**src/rtl/control_unit_if.sv**
```systemverilog
// control_unit_if: decode request and registered ALU-control result bundle.
// The illegal/illegal_sticky signals exist only when CU_ILLEGAL_DET_EN is defined.
interface control_unit_if;
    logic       in_valid;
    logic [5:0] function_code;
    logic [2:0] select_bits_ALU;
    logic       out_valid;
    logic       ovf_check_en;
    logic       shift_op;
`ifdef CU_ILLEGAL_DET_EN
    logic       illegal;
    logic       illegal_sticky;

    modport master (
        output in_valid, function_code,
        input  select_bits_ALU, out_valid, ovf_check_en, shift_op,
               illegal, illegal_sticky
    );
    modport slave (
        input  in_valid, function_code,
        output select_bits_ALU, out_valid, ovf_check_en, shift_op,
               illegal, illegal_sticky
    );
`else
    modport master (
        output in_valid, function_code,
        input  select_bits_ALU, out_valid, ovf_check_en, shift_op
    );
    modport slave (
        input  in_valid, function_code,
        output select_bits_ALU, out_valid, ovf_check_en, shift_op
    );
`endif
endinterface

```
**src/rtl/control_unit.sv**
```systemverilog
// control_unit: MIPS R-type funct -> ALU select decoder with a one-cycle
// registered output. Optional illegal-code detection is compiled in with
// the CU_ILLEGAL_DET_EN macro.
module control_unit (
    input  logic         clk,
    input  logic         rst,
    control_unit_if.slave bus
);

    typedef struct packed {
        logic [2:0] sel;
        logic       ovf_chk;
        logic       shift;
`ifdef CU_ILLEGAL_DET_EN
        logic       ill;
`endif
    } dec_t;

    // Unknown codes fall back to the add select with no side-band flags.
    function automatic dec_t decode(input logic [5:0] funct);
        dec_t d;
        d.sel     = 3'b010;
        d.ovf_chk = 1'b0;
        d.shift   = 1'b0;
`ifdef CU_ILLEGAL_DET_EN
        d.ill     = 1'b0;
`endif
        case (funct)
            6'b100000: begin d.sel = 3'b010; d.ovf_chk = 1'b1; end
            6'b100001: d.sel = 3'b010;
            6'b100010: begin d.sel = 3'b110; d.ovf_chk = 1'b1; end
            6'b100011: d.sel = 3'b110;
            6'b100100: d.sel = 3'b000;
            6'b100101: d.sel = 3'b001;
            6'b100111: d.sel = 3'b011;
            6'b101011: d.sel = 3'b111;
            6'b000000: begin d.sel = 3'b100; d.shift = 1'b1; end
            6'b000010: begin d.sel = 3'b101; d.shift = 1'b1; end
            default: begin
`ifdef CU_ILLEGAL_DET_EN
                d.ill = 1'b1;
`endif
            end
        endcase
        return d;
    endfunction

    dec_t       dec_p0;
    logic [2:0] sel_p1;
    logic       ovf_chk_p1;
    logic       shift_p1;
    logic       vld_p1;

    // Combinational decode of the incoming funct field.
    always_comb dec_p0 = decode(bus.function_code);

    // ---- stage p0 -> p1: register decode; data holds when not valid ----
    always_ff @(posedge clk or posedge rst) begin
        if (rst) begin
            sel_p1     <= 3'b010;
            ovf_chk_p1 <= 1'b0;
            shift_p1   <= 1'b0;
            vld_p1     <= 1'b0;
        end else begin
            vld_p1 <= bus.in_valid;
            if (bus.in_valid) begin
                sel_p1     <= dec_p0.sel;
                ovf_chk_p1 <= dec_p0.ovf_chk;
                shift_p1   <= dec_p0.shift;
            end
        end
    end

    assign bus.select_bits_ALU = sel_p1;
    assign bus.ovf_check_en    = ovf_chk_p1;
    assign bus.shift_op        = shift_p1;
    assign bus.out_valid       = vld_p1;

`ifdef CU_ILLEGAL_DET_EN
    logic ill_p1;
    logic ill_sticky_p1;

    // Per-result illegal flag plus a sticky copy that only reset clears.
    always_ff @(posedge clk or posedge rst) begin
        if (rst) begin
            ill_p1        <= 1'b0;
            ill_sticky_p1 <= 1'b0;
        end else begin
            ill_p1 <= bus.in_valid & dec_p0.ill;
            if (bus.in_valid & dec_p0.ill)
                ill_sticky_p1 <= 1'b1;
        end
    end

    assign bus.illegal        = ill_p1;
    assign bus.illegal_sticky = ill_sticky_p1;
`endif

endmodule

```
**src/flat_wrapper.sv**
```systemverilog
// flat-port wrapper written by rule: the top's interface ports become plain ports
module control_unit_flat 
  (clk, rst, bus_in_valid, bus_function_code, bus_select_bits_ALU, bus_out_valid, bus_ovf_check_en, bus_shift_op);
  control_unit_if bus_i ();
  input  logic clk;
  input  logic rst;
  input wire logic [$bits(bus_i.in_valid)-1:0] bus_in_valid;
  input wire logic [$bits(bus_i.function_code)-1:0] bus_function_code;
  output wire logic [$bits(bus_i.select_bits_ALU)-1:0] bus_select_bits_ALU;
  output wire logic [$bits(bus_i.out_valid)-1:0] bus_out_valid;
  output wire logic [$bits(bus_i.ovf_check_en)-1:0] bus_ovf_check_en;
  output wire logic [$bits(bus_i.shift_op)-1:0] bus_shift_op;
  assign bus_i.in_valid = bus_in_valid;
  assign bus_i.function_code = bus_function_code;
  assign bus_select_bits_ALU = bus_i.select_bits_ALU;
  assign bus_out_valid = bus_i.out_valid;
  assign bus_ovf_check_en = bus_i.ovf_check_en;
  assign bus_shift_op = bus_i.shift_op;
  control_unit u_core (.clk(clk), .rst(rst), .bus(bus_i));
endmodule
```
**config.mk**
```make
export PLATFORM = sky130hd
export DESIGN_NAME = control_unit_flat
export DESIGN_NICKNAME = d
export VERILOG_FILES = /design/src/rtl/control_unit_if.sv /design/src/rtl/control_unit.sv /design/src/flat_wrapper.sv
export SDC_FILE = /design/constraint.sdc
export NUM_CORES = 1
export LEC_CHECK = 0
export ABC_AREA = 1
export CAP_MARGIN = 20
export CORE_AREA = 5 5 42 44
export CTS_CLUSTER_DIAMETER = 150
export DETAILED_ROUTE_END_ITERATION = 8
export DIE_AREA = 0 0 47 49
export GPL_ROUTABILITY_DRIVEN = 0
export PLACE_DENSITY = 0.51
export REMOVE_ABC_BUFFERS = 1
export SYNTH_ARGS = -nofsm -noshare
export SYNTH_HDL_FRONTEND = slang
export SYNTH_SLANG_ARGS = --single-unit
```
**constraint.sdc**
```tcl
create_clock -name clk -period 1.3 [get_ports clk]
set_clock_uncertainty 0.1 [all_clocks]
set_input_delay 0.195 -clock clk [delete_from_list [all_inputs] [get_ports clk]]
set_output_delay 0.195 -clock clk [all_outputs]
set_load 0.005 [all_outputs]
```
# Yosys cells after proc, flatten, opt, wreduce, memory -nomap -nowiden
# Cells that the tools add are included.
# word_totals
input_bits,9
output_inout_bits,6
elab_cells,19
register_bits,6
# classes
n_eq_ne,8
mux,3
reduce_logical,4
# ops
operator,n
$eq 6x6->1 const B,7
$pmux 3 s7,1
$eq 6x2->1 const B,1
$logic_not 6->1,1
$reduce_or 2->1,3
$mux 1,2

# Logic depth before layout (Yosys ltp)
# depth
word_depth,3
ltp_mapped,7

# Worst setup path before layout
# No wires, ideal clock.
# synth_timing
kind,reg-to-output
from,register u_core.sel_p1[1] (netlist: u_core.bus.select_bits_ALU[1])
to,output port bus_select_bits_ALU[1]
setup_slack_ns,0.495
arrival_ns,0.510
path_stages_with_launch,1
required_time_ns,1.005
cell_sequence,dfstp_2
# synth_lines
element,line_no,source
start: declaration,control_unit.sv:49,logic [2:0] sel_p1;
start signal: assignment,control_unit.sv:67,sel_p1 <= dec_p0.sel;
end: declaration,flat_wrapper.sv:9,output wire logic [$bits(bus_i.select_bits_ALU)-1:0] bus_select_bits_ALU;
# No word-level cell between the ends.

# Worst setup path in the final report
# layout_timing
from,register u_core.sel_p1[0] (netlist: u_core.bus.select_bits_ALU[0])
to,output port bus_select_bits_ALU[0]
# No word-level cell between the ends.

==> summary.md <==
| Metric | Value |
|---|---|
| Chip Width | `47 um` |
| Total GRT Usage | `7.49%` |
| Final Hold Viols | `0` |
| Post-route DRC | `0` |
| Layout cells sized above 1 | `18.6%` |
| Worst R2R Path Depth | `2` |
| Most common cell in the netlist | `nand2_1` |
| Worst Hold Class | `in2async` |
| Initial Util | `25.0%` |
| Longest Clk Path Bufs | `2` |
| Setup ws final | `0.126 ns` |
| EDFF count, synth | `0` |
| Layout net count | `80` |
| Max_cap viols | `0` |
| Grt ovf | `0` |
| Combinational share of power | `18.6%` |
| Routed length per instance | `8.98 um` |
| Least-Margin Pin Slew | `0.229 ns` |
| Commonest cells in the netlist | `18 x nand2_1, 8 x inv_1, 7 x nand3_1, 5 x dfrtp_1` |
| Die Area | `2300 um^2` |
| NetSw | `112 uW` |
| PD cells | `871 nW/um^2` |
| Ant. Diodes | `0` |
| DR iter-0 viols | `5` |
| CP Max Fanout | `2` |
| Crit path launch type | `flop` |
| Crit path kind | `reg2out` |
| #FFs+latches synth | `6` |
| Outcome | `complete, no violations` |
| PortBufs | `14` |
| First-pass GRT wire length | `1220 um` |
| Sw frac | `23.8%` |
| Ys Warns | `0` |
| Core box area | `1400 um^2` |
| Htree depth | `1` |
| Rows | `14` |
| Sequential share of the synthesized area | `43.2%` |
| DR vias | `365` |
| Post-synth top flop | `dfrtp_1` |
| Worst R2R Start | `u_core.bus.select_bits_ALU[1]$_DFFE_PP1P_` |
| Placement Setup Slack | `-0.0691 ns` |
| Clock power share | `38.5%` |
| Vias in the first global route | `337` |
| Fill count | `168` |
| Fmax | `0.852 GHz` |
| Slowest library cell on the worst path | `dfrtp_1` |
| Clock Sink Count | `6` |
| Minimum clock period | `1.17 ns` |
| Clock Pin Slew Worst Setup and Hold Paths | `0.05 ns` |
| Synth top area share | `35.7%` |
| Flop pwr share | `42.8%` |
| Post-Syn Area | `350 um^2` |
| First drt pass iteration count | `2` |
| Clock latency on the worst-skew pair | `0.24 ns` |
| Peak VDD IR | `0.226 mV` |
| Die Span Y | `49 um` |
| Post-route ant nets | `0` |
| Final wirelength | `772 um` |
| CTS tree | `done` |
| CP max stage delay | `0.37 ns` |
| Largest net degree at the start of global routing | `7` |
| Clk root buf | `clkbuf_4` |
| # IOs | `15` |
| Final Cycle Share | `90.3%` |
| Initial antenna violation count | `0` |
| Worst EP arrival | `0.88 ns` |
| Synth area leader | `dfrtp_1` |
| Max-slew headroom | `84.7%` |
| CTS Hold Buffers Added | `0` |
| Most area-consuming cells after synthesis | `dfrtp_1 36%, nand2_1 19%, nand3_1 10%, inv_1 8.6%, dfstp_2 7.5%` |
| Async SR Flop Fraction | `100%` |
| Syn Inst Count | `50` |
| Pwr Total | `471 uW` |
| Worst Setup End Kind | `output port` |
| Vias per inst | `4.24` |
| Cts bufs inserted | `3` |
| HPWL Detailed | `666 um` |
| Avg Inst Size Synth | `7.01 um^2` |
| Static Leak | `0.000303 uW` |
| Critical path's top delay family | `flip-flops` |
| Synth unique cells | `12` |
| Finish-stage setup viols | `0` |
| Data required time of the worst path | `1.00 ns` |
| R2R Setup Slk | `0.50 ns` |
| Internal Pwr Total | `359 uW` |
| Critical-path cell list | `dlygate4sd2_1` |
| Worst path buffer plus inverter count | `1` |
| Slew Viols, Final | `0` |
| Area Overhead vs Synth | `54.3%` |
| Worst flop-to-flop path endpoint | `u_core.bus.select_bits_ALU[1]$_DFFE_PP1P_` |
| Unrepaired setup endpoints after global routing | `no` |
worst register-to-register path: stages (launching register included):
cell     delay, ns
dfstp_2       0.53
nand2_1       0.05
nand2_1       0.07
layout by cell type (no fill, tap or decap), drive strengths merged:
cell type	netlist	routed
dfstp	1	1
clkdlybuf4s50	0	8
inv	9	9
clkbuf	0	5
nand4	1	1
nand2	18	18
o21ai	1	1
nand3	8	8
dlygate4sd2	0	5
buf	0	2
nor2	7	7
dfrtp	5	5
area by class of cell:
class | count | area [um^2] | share of cell area [%]
well taps | 16 | 20.0 | 3.70
inverters | 9 | 33.8 | 6.25
clock buffers | 4 | 26.3 | 4.86
flip-flops and latches | 6 | 151 | 28.0
multi-input cells | 35 | 165 | 30.6
repair buffers | 16 | 144 | 26.6
per-stage QoR:
stage | hold slack (ns) | cells | utilization [%] | TNS (ns) | area [um^2]
after floorplan | -0.115 | 50 | - | 0 | 350
after global placement | 0.328 | 82 | 37.5 | -0.145 | 526
after detailed placement | 0.326 | 82 | 37.5 | -0.161 | 526
after CTS | 0.0668 | 86 | 38.9 | 0 | 546
after global routing | 0.0907 | 86 | 38.6 | 0 | 541
final | 0.0646 | 86 | 38.6 | 0 | 541
power by group through the flow:
stage | clock network (uW) | registers [uW] | logic (uW)
floorplan | 0 | 205 | 34.2
global route | 199 | 202 | 99.3
finish | 181 | 201 | 87.8
detailed placement | 0 | 205 | 95.6
CTS | 192 | 202 | 90.7
global placement | 0 | 204 | 96.0
worst max-delay path by stage:
stage / from / to / cells past startpoint
6_report: u_core.bus.select_bits_ALU[0]$_DFFE_PP0P_ / bus_select_bits_ALU[0] / 1
5_1_grt: u_core.bus.select_bits_ALU[0]$_DFFE_PP0P_ / bus_select_bits_ALU[0] / 1
4_1_cts: u_core.bus.select_bits_ALU[1]$_DFFE_PP1P_ / bus_select_bits_ALU[1] / 1
3_5_place_dp: bus_function_code[4] / u_core.bus.select_bits_ALU[0]$_DFFE_PP0P_ / 8
3_3_place_gp: bus_function_code[1] / u_core.bus.select_bits_ALU[0]$_DFFE_PP0P_ / 7
2_1_floorplan: u_core.bus.select_bits_ALU[1]$_DFFE_PP1P_ / bus_select_bits_ALU[1] / 0
kinds of logic (layout without fill, tap and decap cells):
logic type             after synthesis  after routing  share of synthesized area [%]
buffers and inverters                9             29                           9.64
AO/OA/AOI/OAI                        1              1                           1.43
flip-flops                           6              6                           43.2
AND/OR/NAND/NOR                     34             34                           45.7
state kept, by name, indices dropped and copies added (netlist names):
| register | cells |
|---|---|
| u_core.bus.select_bits_ALU | 3 |
| u_core.bus.out_valid | 1 |
| u_core.bus.ovf_check_en | 1 |
| u_core.bus.shift_op | 1 |
metal layers:
metal	global-route usage, %	up-vias	wire (um)
li1	-	194	-
met1	7.11	155	300
met2	12.0	14	348
met3	3.32	2	115
met4	5.53	0	7
met5	0	-	0
timing repair:
item,4_1_cts,5_1_grt
buffers inserted,0,0
endpoints found under the setup margin,6,1
resized for setup,7,1
Power figures use the tool's default switching activity.
